--- config.mk ---
export PLATFORM = sky130hd
export DESIGN_NAME = uart_tx
export DESIGN_NICKNAME = d
export VERILOG_FILES = /design/src/rtl/uart_tx.sv
export SDC_FILE = /design/constraint.sdc
export NUM_CORES = 1
export LEC_CHECK = 0
export CAP_MARGIN = 40
export CORE_UTILIZATION = 45
export DETAILED_ROUTE_END_ITERATION = 6
export GPL_TIMING_DRIVEN = 0
export MAX_ROUTING_LAYER = met4
export PLACE_DENSITY = 0.67
export SLEW_MARGIN = 20
export SYNTH_ARGS = -nofsm -noshare
export SYNTH_HDL_FRONTEND = slang
export SYNTH_SLANG_ARGS = --single-unit
--- constraint.sdc ---
create_clock -name clk -period 2.75 [get_ports clk]
set_input_delay 0.275 -clock clk [delete_from_list [all_inputs] [get_ports clk]]
set_output_delay 0.275 -clock clk [all_outputs]
set_load 0.05 [all_outputs]
--- src/rtl/uart_tx.sv ---
// uart_tx: pops one byte per frame from the TX FIFO and serializes it onto tx
// as start bit, data LSB first, optional parity bit, then 1 or 2 stop bits.
module uart_tx #(
    parameter int DATA_BITS    = 8,
    parameter int CLKS_PER_BIT = 868,
    parameter int PARITY_EN    = 0,
    parameter int PARITY_ODD   = 0,
    parameter int STOP_BITS    = 1
) (
    input  logic                 clk,
    input  logic                 reset,
    input  logic                 fifo_not_empty,
    output logic                 fifo_rd_en,
    input  logic [DATA_BITS-1:0] fifo_r_data,
    output logic                 tx,
    output logic                 tx_busy,
    output logic                 tx_done
);
    localparam int CW = $clog2(CLKS_PER_BIT);
    localparam int BW = $clog2(DATA_BITS) + 1;

    typedef enum logic [2:0] {IDLE, FETCH, LOAD, START, DATA, PARITY, STOP} state_t;

    state_t               state;
    logic [CW-1:0]        clk_cnt;
    logic [BW-1:0]        bit_idx;
    logic [DATA_BITS-1:0] shift;
    logic                 parity;
    logic                 bit_end;

    assign bit_end = clk_cnt == CW'(CLKS_PER_BIT - 1);

    always_ff @(posedge clk or negedge reset) begin
        if (!reset) begin
            state      <= IDLE;
            clk_cnt    <= '0;
            bit_idx    <= '0;
            shift      <= '0;
            parity     <= 1'b0;
            tx         <= 1'b1;
            fifo_rd_en <= 1'b0;
            tx_busy    <= 1'b0;
            tx_done    <= 1'b0;
        end else begin
            fifo_rd_en <= 1'b0;
            tx_done    <= 1'b0;
            if (state inside {START, DATA, PARITY, STOP})
                clk_cnt <= bit_end ? '0 : clk_cnt + CW'(1);
            case (state)
                IDLE: if (fifo_not_empty) begin
                    state      <= FETCH;
                    fifo_rd_en <= 1'b1;
                    tx_busy    <= 1'b1;
                end
                FETCH: state <= LOAD;
                // FIFO read data is registered, so it is valid in the cycle after the pop
                LOAD: begin
                    shift   <= fifo_r_data;
                    parity  <= (^fifo_r_data) ^ (PARITY_ODD != 0);
                    clk_cnt <= '0;
                    bit_idx <= '0;
                    tx      <= 1'b0;
                    state   <= START;
                end
                START: if (bit_end) begin
                    tx    <= shift[0];
                    state <= DATA;
                end
                DATA: if (bit_end) begin
                    shift <= shift >> 1;
                    if (bit_idx == BW'(DATA_BITS - 1)) begin
                        bit_idx <= '0;
                        tx      <= (PARITY_EN != 0) ? parity : 1'b1;
                        state   <= (PARITY_EN != 0) ? PARITY : STOP;
                    end else begin
                        bit_idx <= bit_idx + BW'(1);
                        tx      <= shift[1];
                    end
                end
                PARITY: if (bit_end) begin
                    tx    <= 1'b1;
                    state <= STOP;
                end
                // bit_idx is reused to count stop bits
                STOP: if (bit_end) begin
                    if (bit_idx == BW'(STOP_BITS - 1)) begin
                        bit_idx <= '0;
                        tx_busy <= 1'b0;
                        tx_done <= 1'b1;
                        state   <= IDLE;
                    end else begin
                        bit_idx <= bit_idx + BW'(1);
                    end
                end
                default: state <= IDLE;
            endcase
        end
    end
endmodule

==> flow_summary.toml, run 1 <==
[status]
outcome = "finished clean"

[timing]
timing.final.crit_share_pct = 71.9
setup_viol = 0
period_minus_slack_ns = 1.98
hold_viol = 0
relSlewSlack_pct = 57.5
tns_ns = 0
timing.fmax_mhz = 506
skew_ns = 0.00336
worst_pin_slew_ns = 0.637
slew_viol_final = 0
holdWs_ns = 0.0146
rsz0062_at_grt = "false"

[drt]
vias = 1370
first_pass_iters = 4
wirelength_um = 3420
viasPerCell = 5.76
wl_per_cell_um = 14.4
ant_nets = 0
drt_iter0_drc = 48
drc = 0

[floorplan]
rows = 22
dieArea_um2 = 4080
design.core.area_um2 = 3660
fp.dieH_um = 63.9
initial_utilization_pct = 47.1
io_pins = 15
die_w_um = 63.9

[yosys]
yosysTopAreaCellShare_pct = 40.6
synth_cell_types = 49
synth_edf_count = 0
async_reset_ff_share_pct = 100
synthCells = 168
synth_flop_cell = "dfrtp_1"
yosysTopAreaCell = "dfrtp_1"
synth_compound_area_share_pct = 13.4
synth_mux_area_share_pct = 11.3
synth_xor_area_share_pct = 3.56
yosysSeqAreaShare_pct = 42.2
yosys_warnings = 0
syn_avg_cell_area_um2 = 10.3
yosys-top-cells-area = "dfrtp_1 (41%), mux2_2 (7.8%), ha_1 (3.6%), xnor2_1 (3.6%), mux2i_1 (3.5%)"
synth_top_family_by_area = "simple AND/OR/NAND/NOR gates"
syn_area_um2 = 1720
ys_ff_latch = 29
synth_fa_ha_area_share_pct = 3.63
yosys.area_share.simple_pct = 21.0
syn_nets = 184

[critical_path]
path_cells = "ha_1, nor3b_2, nand3_2, o22ai_4, mux2_2"
ff2ff_path_depth = 5
crit_buf_inv = 0
slowest_stage = "dfrtp_1"
worstPathArrival_ns = 2.14
critical_path_depth = 5
crit_required_ns = 2.92
cp_max_fo = 7
critPathMaxStageDelay_ns = 0.40
crit_family = "simple AND/OR/NAND/NOR gates"
critPathKind = "reg -> reg"
cp-start-kind = "register"
cp-end-kind = "register"

[clocking]
cts-root-buf = "clkbuf_8"
path_clk_slew_ns = 0.06
post_cts_buffers = 0
cts_tree = "built"
insertion_delay_ns = 0.28
numCtsBuffers = 5
post_cts_resized = 0
clockBufferDepth = 2
h-tree-depth = 2
hold_buffers = 0
numClockSinks = 29

[power_and_ir_drop]
p_sw_uw = 705
combPwrFrac_pct = 43.8
power_density_nw_per_um2 = 941
ir_worst_vdd_mv = 0.379
pwr-share-clk_pct = 23.6
total_power_mw = 1.91
power.leakage_nw = 0.866
internal_power_mw = 1.21
power_frac_seq_pct = 32.6
switching_share_pct = 36.8

[global_routing]
grt_pass1_wl_um = 5900
track_usage_pct = 19.9
grt_pass1_vias = 1307
grt_max_degree = 30
antenna_found_initial = 0
grt_overflow = 0

[worst_hold_path]
hp-class = "in -> async"

[cells_and_area]
drive_gt1_share_pct = 19.5
finish.utilization_pct = 55.6
layout.nets = 205
syn2layout_area_growth_pct = 18.1
n_fill_cell = 317
antennaDiodeCount = 0

[placed_design]
place_hpwl_um = 2480
io_buffers = 14
gp_congestion = 0.834

[run]
drv_cap = 0
==> stage by stage <==
step	std cells	area, um2	setup slack, ns
after floorplan	168	1720	1.01
after global placement	230	1920	0.812
after detailed placement	230	1920	0.797
after CTS	238	2040	0.773
after global routing	238	2040	0.605
final	238	2040	0.773
==> layout make-up <==
cell class              count  area, um2  share of cell area (%)
flip-flops and latches     29        727                    35.7
multi-input cells         122        912                    44.8
repair buffers             14        135                    6.64
inverters                   9       33.8                    1.66
well taps                  48       60.1                    2.95
clock inverters             1       30.0                    1.48
clock buffers               7       86.3                    4.24
plain buffers               8       51.3                    2.52
==> placed cells by master, fill, tap and decap left out, types with 2 or more instances in the layout <==
cell,instances
a21bo_2,2
a21oi_1,3
and2_1,2
and3_1,3
buf_2,4
clkbuf_1,4
clkbuf_8,7
clkdlybuf4s50_1,13
dfrtp_1,28
ha_1,5
inv_1,9
mux2_2,12
mux2i_1,6
nand2_1,10
nand2b_1,2
nand3_1,4
nand3b_1,4
nand4_1,2
nor2_1,12
nor3_1,7
nor3b_1,2
nor4_1,4
o21ai_0,8
o31ai_1,2
or3_1,3
xnor2_1,7
==> flip-flops by register name, indices dropped and copies added (netlist names) <==
| name | flops |
|---|---|
| clk_cnt | 10 |
| tx | 1 |
| shift | 8 |
| bit_idx | 4 |
| fifo_rd_en | 1 |
| tx_busy | 1 |
| state | 3 |
| tx_done | 1 |
==> routing by layer <==
| metal | vias up | global-route usage, % | wire length [um] |
|---|---|---|---|
| met3 | 7 | 6.61 | 195 |
| met4 | 0 | 8.52 | 72 |
| met5 | - | - | 0 |
| met2 | 41 | 32.6 | 1670 |
| li1 | 661 | - | - |
| met1 | 661 | 22.0 | 1480 |
==> power by group through the flow <==
stage / Combinational (mW) / Clock, mW / Sequential [mW]
after floorplan: 0.642 / 0 / 0.637
after global placement: 0.817 / 0 / 0.628
after detailed placement: 0.836 / 0 / 0.633
after CTS: 0.840 / 0.463 / 0.625
after global routing: 0.939 / 0.481 / 0.642
final: 0.838 / 0.452 / 0.625
==> cells by family (layout without fill, tap and decap cells) <==
family,count (synthesis),in the layout
and+or+nand+nor,63,63
AOI/OAI and AO/OA,29,29
DFF,29,29
muxes,18,18
buffers and inverters,17,39
xor gates and xnor gates,7,7
adders and majority gates,5,5
==> cells in the mapped netlist (all sizes together), types with 2 or more instances <==
cell    number
inv          9
nor3b        3
nand2b       2
nand2       10
a21bo        2
a31oi        2
o21ai        8
a21oi        3
buf          4
and2         2
nor4         4
mux2i        6
and3         3
nor2        12
nor3         8
clkbuf       4
nand3        5
nand4        2
or3          3
nand3b       4
o22ai        2
ha           5
mux2        12
o31ai        2
dfrtp       28
xnor2        7
==> worst paths after layout <==
path | from | to | slack [ns]
max in group asynchronous | reset | shift[2] | 2.32
min in group clk | shift[5] | shift[5] | 0.51
setup reg to reg | clk_cnt[1] | shift[4] | 0.77
hold reg to reg | shift[5] | shift[5] | 0.51
hold / removal | reset | tx_done | 0.01
setup / recovery | clk_cnt[1] | shift[4] | 0.77
(Power assumes the default switching activity.)
==> run 2: changes to the inputs <==
--- a/config.mk
+++ b/config.mk
@@ -10,7 +10,7 @@
 export DETAILED_ROUTE_END_ITERATION = 6
 export GPL_TIMING_DRIVEN = 0
 export MAX_ROUTING_LAYER = met4
-export PLACE_DENSITY = 0.67
+export PLACE_DENSITY = 0.69
 export SLEW_MARGIN = 20
 export SYNTH_ARGS = -nofsm -noshare
 export SYNTH_HDL_FRONTEND = slang
==> constraint.sdc (replaced) <==
create_clock -name clk -period 1.7 [get_ports clk]
set_input_delay 0.17 -clock clk [delete_from_list [all_inputs] [get_ports clk]]
set_output_delay 0.17 -clock clk [all_outputs]
set_load 0.05 [all_outputs]
==> run 2 against run 1 <==
Fmax up 14%. The flow now finishes with violations (negative setup slack). Register-to-register slack lost 0.80 ns. Critical path type unchanged. Utilization rose by 11 points. Critical endpoint is now shift[1].
==> flow_summary.toml, run 2 (same netlist as run 1, synthesis figures left out) <==
[cells_and_area]
multiInputGateArea_um2 = 1070
finish.utilization_pct = 66.1
layout_common_cells = "dfrtp_1 (26), buf_4 (16), clkdlybuf4s50_1 (12)"
drive_gt1_share_pct = 38.3
syn2layout_area_growth_pct = 40.4
design_area_um2 = 2420
top_regs = "clk_cnt: 10 flops, shift: 8 flops, bit_idx: 4 flops"
largest_register = "clk_cnt"
antennaDiodeCount = 0
final_cells = 262
layout_commonest_cell = "dfrtp_1"
seqCellArea_um2 = 729
largest_reg_flops = 10
layout.nets = 229
n_fill_cell = 258

[timing]
setup_viol = 6
holdWs_ns = 0.459
skew_ns = 0.00651
layout_setup_ws_ns = -0.0280
worst_pin_slew_ns = 0.661
rsz0062_at_grt = "true"
period_minus_slack_ns = 1.73
timing.final.crit_share_pct = 102
relSlewSlack_pct = 56.0
hold_viol = 0
timing.fmax_mhz = 579
slew_viol_final = 0

[floorplan]
initial_utilization_pct = 47.1
rows = 22
io_pins = 15
die_w_um = 63.9
fp.dieH_um = 63.9
dieArea_um2 = 4080
design.core.area_um2 = 3660

[clocking]
clockBufferDepth = 2
insertion_delay_ns = 0.27
path_clk_slew_ns = 0.06
cts-root-buf = "clkbuf_8"
numCtsBuffers = 5
cts_tree = "built"
h-tree-depth = 2
numClockSinks = 29

[global_routing]
track_usage_pct = 23.0
grt_overflow = 0
grt_max_degree = 30
grt_pass1_vias = 1491
antenna_found_initial = 0
grt_pass1_wl_um = 7010

[drt]
wirelength_um = 4200
highest_layer = "met4"
drc = 0
vias = 1467
route.met2.wl_um = 2130
first_pass_iters = 4
drt_iter0_drc = 118
route.met3.wl_um = 145
ant_nets = 0
wl_per_cell_um = 16.0
viasPerCell = 5.60
met1_length_um = 1850

[placed_design]
gp_congestion = 0.846
dp_cells = 230
pre_cts_ws_ns = -0.224
placed_area_um2 = 1930
io_buffers = 14
place_hpwl_um = 2410

[run]
drv_cap = 0

[power_and_ir_drop]
ir_worst_vdd_mv = 0.620
power_density_nw_per_um2 = 1510
power.leakage_nw = 1.04

[critical_path]
crit_required_ns = 1.85
cp_max_fo = 4
cp-start-kind = "register"
cp-end-kind = "register"
critPathKind = "reg -> reg"
worstPathArrival_ns = 1.88

[status]
violations = "negative setup slack"
outcome = "complete, but fails checks"

[worst_hold_path]
hp-class = "in -> async"
## run 2: metal layers
metal  GRT usage [%]  vias up
met3            4.64        8
li1                -      700
met4            10.8        0
met1            27.3      715
met5               -        -
met2            37.4       44
## run 2: worst paths after layout
path	slack, ns	endpoint	cells after the start	start
setup / recovery	-0.03	shift[1]	7	clk_cnt[1]
hold / removal	0.46	bit_idx[1]	2	reset
max in group asynchronous	0.76	clk_cnt[3]	2	reset
hold reg to reg	0.51	shift[5]	1	shift[5]
min in group clk	0.51	shift[5]	1	shift[5]
setup reg to reg	-0.03	shift[1]	7	clk_cnt[1]
## run 2: power by group
| group | total [mW] | switching [mW] | internal [mW] |
|---|---|---|---|
| clock network | 0.571 | 0.242 | 0.329 |
| logic | 2.07 | 1.02 | 1.05 |
| registers | 1.02 | 0.135 | 0.887 |
| total | 3.67 | 1.40 | 2.27 |
## run 2: timing repair
item | CTS | global route
pin swaps | 7 | 12
buffers inserted | 18 | 7
endpoints found under the setup margin | 24 | 25
hold buffers | 1 | 0
gates resized for setup | 23 | 33
hold endpoints to repair | 28 | 0
## run 2: final cells by class
class	count	share of cell area [%]
multi-input cells	122	44.2
flip-flops and latches	29	30.1
repair buffers	40	15.8
clock buffers	8	3.72
well taps	48	2.48
plain buffers	6	2.27
inverters	9	1.40
## run 2: through the flow
stage	total power, mW	TNS [ns]
6_report	3.67	-0.0892
5_1_grt	3.91	-0.602
3_5_place_dp	2.39	-2.75
2_1_floorplan	2.08	-0.0556
3_3_place_gp	2.34	-2.15
4_1_cts	3.37	-0.195
## run 2: critical path: stages (launching register included)
cell	delay, ns
dfrtp_1	0.35
ha_2	0.19
nor3b_4	0.18
buf_6	0.14
nand3_4	0.11
o22ai_4	0.18
buf_6	0.15
mux2_4	0.30
==> variant, RTL diff (flow settings as in run 1) <==
`CLKS_PER_BIT`: 868 -> 434.
--- a/src/rtl/uart_tx.sv
+++ b/src/rtl/uart_tx.sv
@@ -3,5 +3,5 @@
 module uart_tx #(
     parameter int DATA_BITS    = 8,
-    parameter int CLKS_PER_BIT = 868,
+    parameter int CLKS_PER_BIT = 434,
     parameter int PARITY_EN    = 0,
     parameter int PARITY_ODD   = 0,
Check against the original RTL: no difference found for any inputs over 10 cycles, from zero or initial values and one cycle with reset low; that may be too few to reach the edited logic, so the function may still have changed.
==> variant against run 1 <==
  * Sequential share of layout area grew 1.1 points
  * Wire length decreased by 0.55%
  * Sequential cell count down 1
  * Count of clock-buffer cells in the layout is 3 lower
  * Via count fell by 3.6%
  * Cell area is 6.2% lower
  * Setup slack improved by 56 ps
  * Synthesized area decreased by 3.6%
Power is not compared: it rests on default switching activity, and its combinational part moved more than twofold at a synthesized area within 25%.
==> variant: results (changes against run 1) <==
metric;value;unit;change
antenna violations before repair;0;;unchanged
average wire per cell in the routed design;14.80;um;+2.9%
Global Route Usage Sum;0.2006;;+0.001982
worst reg2reg setup slack;990;ps;+220 ps
worst-case clock buffer depth;2;;unchanged
HPWL after detailed placement;2438;um;-1.6%
Worst Path Max Fanout;3;;-4
clk_skew;9.295;ps;+5.934 ps
share of cells above drive strength 1;0.1467;;-0.04800
Reg clk slew, reported paths;100;ps;+40 ps
clock tree root driver cell;clkbuf_8;;
global-route wire length before repair;6065;um;+2.8%
Slowest cell on crit path;clkdlybuf4s50_1;;
r2r endpoint;clk_cnt[3];;
routability congestion estimate;0.8416;;+0.89%
outcome;complete, no violations;;
reg2reg start;clk_cnt[0];;
post-cts resize count;0;;unchanged
Diodes inserted;0;;unchanged
critical path arrival;1650;ps;-490 ps
vias per std cell;5.743;;-0.22%
Detailed Route Iter0 Violations;111;;+130%
layout net count;200;;-2.4%
WL final;3405;um;-0.55%
largest net degree at the start of global routing;29;;-3.3%
Largest delay share family, worst path;buffers and inverters;;
Register-to-Register Path Depth;5;;unchanged
biggest regs;clk_cnt (9), shift (8), bit_idx (4);;
sequential cell area fraction in the yosys report;0.4224;;+0.0008142
htree depth;1;;-1
yosys warns;0;;unchanged
Initial DRT Pass Iterations;4;;unchanged
Commonest cells post-synth;27 x dfrtp_1, 19 x nor2_1, 16 x nand2_1;;
Clk Latency, worst-skew pair;280;ps;about the same
Synthesized Nets;181;;-1.6%
end of the critical path;tx;;
Cell variety after synth;49;;unchanged
CTS Buf Count;3;;-2
Leakage;0.0008710;uW;
placed cells;226;;-1.7%
PortBufs;14;;unchanged
crit-path max cell delay;810;ps;+410 ps
worst vdd ir;0.0001748;V;
gate count of the mapped netlist;166;;-1.2%
Main synth FF type;dfrtp_1;;
Psw;148.8;uW;
Slew headroom;0.5826;;+0.007258
top cells by area, synth;dfrtp_1 41%, nor2_1 4.3%, nand2_1 3.6%, a22oi_1 3.2%, ha_1 3.0%;;
Worst setup startpoint;tx;;
## variant: changes by cell type after synthesis, moves of 6 or more
cell | run 1 | this run
mux2_2 | 12 | 0
a22oi_1 | 0 | 7
nor2_1 | 12 | 19
mux2i_1 | 6 | 0
nand2_1 | 10 | 16
## variant: cell families (layout without fill, tap and decap cells)
family / after synthesis / after routing / share of synthesized area
simple gates: 74 / 74 / 0.2899
flops: 28 / 28 / 0.4224
fa+ha+maj: 4 / 4 / 0.03012
compound gates: 41 / 41 / 0.1777
buf+inv: 12 / 30 / 0.04292
xor+xnor: 7 / 7 / 0.03690
## variant: routing by layer
layer | share of wire | vias up | GRT usage
met5 | 0 | - | -
met4 | 0.017 | 0 | 0.07849
met3 | 0.026 | 4 | 0.01825
li1 | - | 646 | -
met1 | 0.49 | 650 | 0.2728
met2 | 0.47 | 21 | 0.3098
## variant: area by class of cell
type | instances | area [um2]
fillers | 314 | 1533
repair buffers | 14 | 135.1
inverters | 5 | 18.77
clock buffers | 4 | 55.05
flip-flops and latches | 28 | 701.9
multi-input cells | 126 | 888.4
well taps | 46 | 57.56
plain buffers | 7 | 52.55
## variant: metrics by stage
step	hold WS [ps]	cell area (um2)	worst slack, ps
2_1_floorplan	-20.59	1662	1201
3_3_place_gp	489.0	1859	966.4
3_5_place_dp	333.2	1854	1004
4_1_cts	32.37	1909	823.3
5_1_grt	64.81	1909	792.7
6_report	4.755	1909	829.0
## variant: power groups by stage
stage          combinational [uW]  clock [uW]  sequential [uW]
5_1_grt                      37.7         281              423
6_report                     33.0         257              422
2_1_floorplan                6.07           0              432
4_1_cts                      34.2         261              422
3_3_place_gp                 33.6           0              430
3_5_place_dp                 33.9           0              430
